[src/rtl/instr_fetch_unit.sv]
// Instruction fetch: PC, 1-cycle synchronous imem read, and a 2-entry valid/ready output queue.
// Optional macro BRANCH_PREDECODE_EN redirects fetch on B/BL words as they return from memory.
module instr_fetch_unit #(
    parameter int                ADDR_W   = 64,
    parameter logic [ADDR_W-1:0] RESET_PC = '0,
    parameter int                QDEPTH   = 2
) (
    input  logic              i_clk,
    input  logic              i_rst,
    output logic              o_imemRd,
    output logic [ADDR_W-1:0] o_imemAddr,
    input  logic [31:0]       i_imemData,
    output logic              o_valid,
    input  logic              i_ready,
    output logic [31:0]       o_instr,
    output logic [10:0]       o_opCode,
    output logic [ADDR_W-1:0] o_pc,
    output logic              o_predTaken,
    input  logic              i_redirect,
    input  logic [ADDR_W-1:0] i_target,
    output logic              o_alignErr
);

    localparam int CNT_W = $clog2(QDEPTH + 1);

    logic [ADDR_W-1:0] r_pc;
    logic              r_vld_p1;
    logic [ADDR_W-1:0] r_tag_pc_p1;
    logic [31:0]       r_q_instr [2];
    logic [ADDR_W-1:0] r_q_pc    [2];
    logic              r_q_pt    [2];
    logic              r_head;
    logic [CNT_W-1:0]  r_count;
    logic              r_align_err;

    logic              w_pop;
    logic              w_push;
    logic              w_issue;
    logic [CNT_W:0]    w_occ;
    logic              w_wr_idx;
    logic              w_pd_hit;
    logic [ADDR_W-1:0] w_pd_target;

    // Occupancy the queue will have once this cycle's response lands and the pop retires.
    assign o_valid  = (r_count != '0);
    assign w_pop    = o_valid & i_ready;
    assign w_occ    = {1'b0, r_count} + (CNT_W+1)'(r_vld_p1) - (CNT_W+1)'(w_pop);
    assign w_issue  = !i_rst & !i_redirect & (w_occ < (CNT_W+1)'(QDEPTH));
    assign w_push   = r_vld_p1 & !i_redirect;
    assign w_wr_idx = r_head ^ r_count[0];

`ifdef BRANCH_PREDECODE_EN
    assign w_pd_hit    = w_push & ((i_imemData[31:26] == 6'b000101) ||
                                   (i_imemData[31:26] == 6'b100101));
    assign w_pd_target = r_tag_pc_p1 +
                         {{(ADDR_W-28){i_imemData[25]}}, i_imemData[25:0], 2'b00};
`else
    assign w_pd_hit    = 1'b0;
    assign w_pd_target = '0;
`endif

    // Stage p0: request issue and PC update; redirect outranks predecode outranks sequential.
    always_ff @(posedge i_clk) begin
        if (i_rst) begin
            r_pc <= RESET_PC;
        end else if (i_redirect) begin
            r_pc <= {i_target[ADDR_W-1:2], 2'b00};
        end else if (w_pd_hit) begin
            r_pc <= w_pd_target;
        end else if (w_issue) begin
            r_pc <= r_pc + ADDR_W'(4);
        end
    end

    // Clearing r_vld_p1 is what discards a stale response after reset, redirect or predecode.
    always_ff @(posedge i_clk) begin
        if (i_rst) begin
            r_vld_p1    <= 1'b0;
            r_count     <= '0;
            r_head      <= 1'b0;
            r_align_err <= 1'b0;
        end else begin
            r_vld_p1    <= w_issue & !w_pd_hit;
            r_align_err <= i_redirect & (|i_target[1:0]);
            if (i_redirect) begin
                r_count <= '0;
            end else begin
                r_count <= r_count + CNT_W'(w_push) - CNT_W'(w_pop);
                r_head  <= r_head ^ w_pop;
            end
        end
    end

    // Stage p1: response capture into the queue slot behind the current tail.
    always_ff @(posedge i_clk) begin
        if (w_issue) begin
            r_tag_pc_p1 <= r_pc;
        end
        if (w_push) begin
            r_q_instr[w_wr_idx] <= i_imemData;
            r_q_pc[w_wr_idx]    <= r_tag_pc_p1;
            r_q_pt[w_wr_idx]    <= w_pd_hit;
        end
    end

    assign o_imemRd    = w_issue;
    assign o_imemAddr  = r_pc;
    assign o_instr     = o_valid ? r_q_instr[r_head] : 32'h0;
    assign o_pc        = o_valid ? r_q_pc[r_head] : '0;
    assign o_predTaken = o_valid & r_q_pt[r_head];
    assign o_opCode    = o_instr[31:21];
    assign o_alignErr  = r_align_err;

endmodule

[config.mk]
export PLATFORM = sky130hd
export DESIGN_NAME = instr_fetch_unit
export DESIGN_NICKNAME = d
export VERILOG_FILES = /design/src/rtl/instr_fetch_unit.sv
export SDC_FILE = /design/constraint.sdc
export NUM_CORES = 1
export LEC_CHECK = 0
export ABC_AREA = 0
export BUFFER_PORTS_ARGS = -buffer_cell sky130_fd_sc_hd__buf_4
export CORE_MARGIN = 1.5
export CORE_UTILIZATION = 45
export DETAILED_ROUTE_END_ITERATION = 7
export PLACE_DENSITY = 0.68
export SYNTH_ARGS = -nofsm -noshare
export SYNTH_HDL_FRONTEND = slang
export SYNTH_SLANG_ARGS = --single-unit
[constraint.sdc]
create_clock -name i_clk -period 10.9 [get_ports i_clk]
set_input_delay 1.635 -clock i_clk [delete_from_list [all_inputs] [get_ports i_clk]]
set_output_delay 1.635 -clock i_clk [all_outputs]
set_load 0.01 [all_outputs]
==> metrics <==
syn avg cell area 13.0 sq um; Post-CTS Setup Inserts 0; gpl congestion 0.853; Initial DRC Count 792; CP startpoint i_ready; Slew headroom 26.7%; Int Pwr 0.00220 W; RSZ-0062 raised after global routing false; post-route setup TNS 0 ps; minimum clock period ~5400 ps; core area 28700 sq um; Min Hold Slack approximately 440 ps; final period utilization 49.6%; Setup Skew 11.8 ps; H-tree levels 2; Hold/Removal Path Class register to register; Post-Syn Instances 1011; placed inst area 15500 sq um; Synth Flop Type edfxtp_1; max cap viols 0; Finish-stage setup viols 0; vias per cell 5.54; hold-fix buffer count after cts 0; Slew @ Worst Pin roughly 1100 ps; Crit Path Class input port to primary output; post-synth top area share 57.1%; Reg clk slew, reported paths around 60 ps; initial antenna violation count 1; final hold violation count 0; count of input and output buffers 269; ANT nets after route 0; # fillers 2397; async set-reset flop share out of synthesis 0%; maximum root-to-sink buffer count 3; grt total ovfl 0; hold_sp r_tag_pc_p1[27]; CTS tree built; post-synthesis register bit count 318; Sink Count 318; dpl ws 5490 ps; Critical Path Fanout Max 18; area leader, netlist edfxtp_1; Multi-input gate area 3960 sq um; clock share of power 43.3%; HPWL Detailed 22.8 mm; sequential share of the synthesized area 67.4%; nature of the critical path endpoint primary output; clock latency on the worst-skew pair 510 ps; worst reg-to-reg path cell count 10; Final Util roughly 58%; pin count of the biggest net entering global routing 86; width of the die around 170 um; vias around 9.3k; Switch Pwr 0.000592 W; CP Launch Type input port; Worst Hold Path Cells 0; num rows 62; status finished clean; count of different cell masters after synthesis 50; synthesized area between 10000 and 15000 sq um; Peak VDD IR 0.0768 mV; Comb pwr share 6.3%; sequential share of power 50.4%; DRT Pass-1 Iters 5; max-slew violation total from the final report 0; first-pass GRT wire length 50.7 mm; Final WS setup 5500 ps; maximum clock frequency 185 MHz; Synth Warn # 0; I/O pin total between 200 and 300; vias in the first global route 8875; EDFF count, synth 250; Finished Cell Area 16600 sq um; Net Sw Frac 21.2%; Reg area 8870 sq um; DRC Markers 0; layout cells sized above 1 27.0%; drt wl/cell 20.1 um; Die Footprint 30300 sq um; Initial Utilization 45.8%; critical path arrival 3770 ps; Pwr per Cell Area 168 nW/um^2; Total Nets Final roughly 1.4k; Required @ worst endpoint 9270 ps; TritonCTS Buffers 34; Die Span Y 174 um; CTS resizes 0; worst r2r src r_count[1]; GRT Total Usage roughly 22%; Synth area leaders edfxtp_1, dfxtp_1, mux2i_1; Area Overhead vs Synth 26.5%; Root Buffer clkbuf_16; Total Wirelength 33.6 mm; LEAKAGE roughly 6 nW
## metal layers
layer / wire (um) / track usage [%] / vias up
met5: 0 / 0 / -
met4: 743 / 6.43 / 0
met3: 2790 / 4.59 / 55
met2: 15700 / 34.9 / 408
met1: 14400 / 30.1 / 4486
li1: - / - / 4326
## cell usage in the layout, fill, tap and decap left out, types with 3 or more instances in the layout
| cell type | instances |
|---|---|
| clkinv_2 | 5 |
| xor2_1 | 18 |
| nor3_1 | 9 |
| mux2_2 | 5 |
| mux2i_1 | 94 |
| a211oi_1 | 20 |
| o31ai_1 | 11 |
| or4_1 | 20 |
| dfxtp_1 | 67 |
| nor2_1 | 148 |
| clkbuf_16 | 37 |
| clkinv_1 | 6 |
| clkbuf_1 | 8 |
| bufinv_16 | 6 |
| nand2_1 | 59 |
| conb_1 | 5 |
| nand4_1 | 32 |
| o21ai_0 | 11 |
| and2_1 | 7 |
| o211a_1 | 3 |
| a21oi_1 | 13 |
| inv_1 | 11 |
| nand3_1 | 39 |
| buf_4 | 278 |
| a31oi_1 | 8 |
| edfxtp_1 | 250 |
| a311oi_1 | 19 |
| xnor2_1 | 13 |
| o211ai_1 | 11 |
| or3_1 | 17 |
| nor4_1 | 17 |
| and3_1 | 6 |
| or2_2 | 3 |
| and4_1 | 6 |
## power by group through the flow
stage / logic, W / registers [W] / clock network [W]
3_5_place_dp: 0.000176 / 0.00143 / 0
5_1_grt: 0.000189 / 0.00141 / 0.00128
6_report: 0.000175 / 0.00141 / 0.00121
4_1_cts: 0.000176 / 0.00141 / 0.00123
3_3_place_gp: 0.000173 / 0.00143 / 0
2_1_floorplan: 0.0000791 / 0.00142 / 0
## stage by stage
stage | std cells | power, W
finish | 1674 | 0.00279
global route | 1673 | 0.00288
CTS | 1673 | 0.00282
detailed placement | 1611 | 0.00161
global placement | 1611 | 0.00160
floorplan | 1015 | 0.00150
## cells by family after synthesis
| family | after synthesis | synth area share [%] |
|---|---|---|
| AND/OR/NAND/NOR | 378 | 14.3 |
| flip-flops | 318 | 67.4 |
| AO/OA/AOI/OAI | 102 | 5.57 |
| multiplexers | 99 | 7.58 |
| buffers and inverters | 79 | 2.72 |
| XOR/XNOR | 31 | 2.06 |
| adder cells (fa/ha/maj) | 3 | 0.342 |
| other | 1 | 0.0285 |
## Yosys cell counts (5+ instances only)
cell type	count
a211oi_1	20
a21oi_1	13
a311oi_1	19
a31oi_1	8
and2_1	7
and3_1	7
and4_1	6
buf_1	14
buf_4	16
clkbuf_1	35
dfxtp_1	68
edfxtp_1	250
inv_1	13
mux2_2	5
mux2i_1	94
nand2_1	59
nand3_1	39
nand4_1	32
nor2_1	150
nor3_1	9
nor4_1	17
o211ai_1	11
o21ai_0	11
o31ai_1	11
or3_1	17
or4_1	20
xnor2_1	13
xor2_1	18
## sequential cells by signal, summed over array words and instances (netlist names), named ones only
| signal | cells |
|---|---|
| r_vld_p1 | 1 |
| o_alignErr | 1 |
| r_q_pc | 124 |
| r_tag_pc_p1 | 62 |
| o_imemAddr | 62 |
| r_head | 1 |
| r_q_instr | 64 |
| r_count | 2 |
## worst paths after layout
path	end	slack (ps)
worst max-delay path	o_imemRd	5500
worst min-delay path	r_q_pc[0][27]	440
worst max register to register	o_imemAddr[34]	6810
worst min register to register	r_q_pc[0][27]	440
## final cells by class
| cell class | instances | share of cell area [%] |
|---|---|---|
| Tap cell | 384 | 2.89 |
| Sequential cell | 318 | 53.3 |
| Inverter | 13 | 0.301 |
| Clock inverter | 17 | 1.38 |
| Antenna cell | 1 | 0.0150 |
| Multi-Input combinational cell | 618 | 23.8 |
| Timing Repair Buffer | 278 | 12.5 |
| Clock buffer | 45 | 5.74 |
## critical path, stage by stage
cell and delay, ps:
buf_4 110, and3b_1 200, o21ai_0 110, fa_1 430
xnor2_1 320, nand3_1 390, clkinv_2 380, buf_4 190
Power figures use the tool's default switching activity.
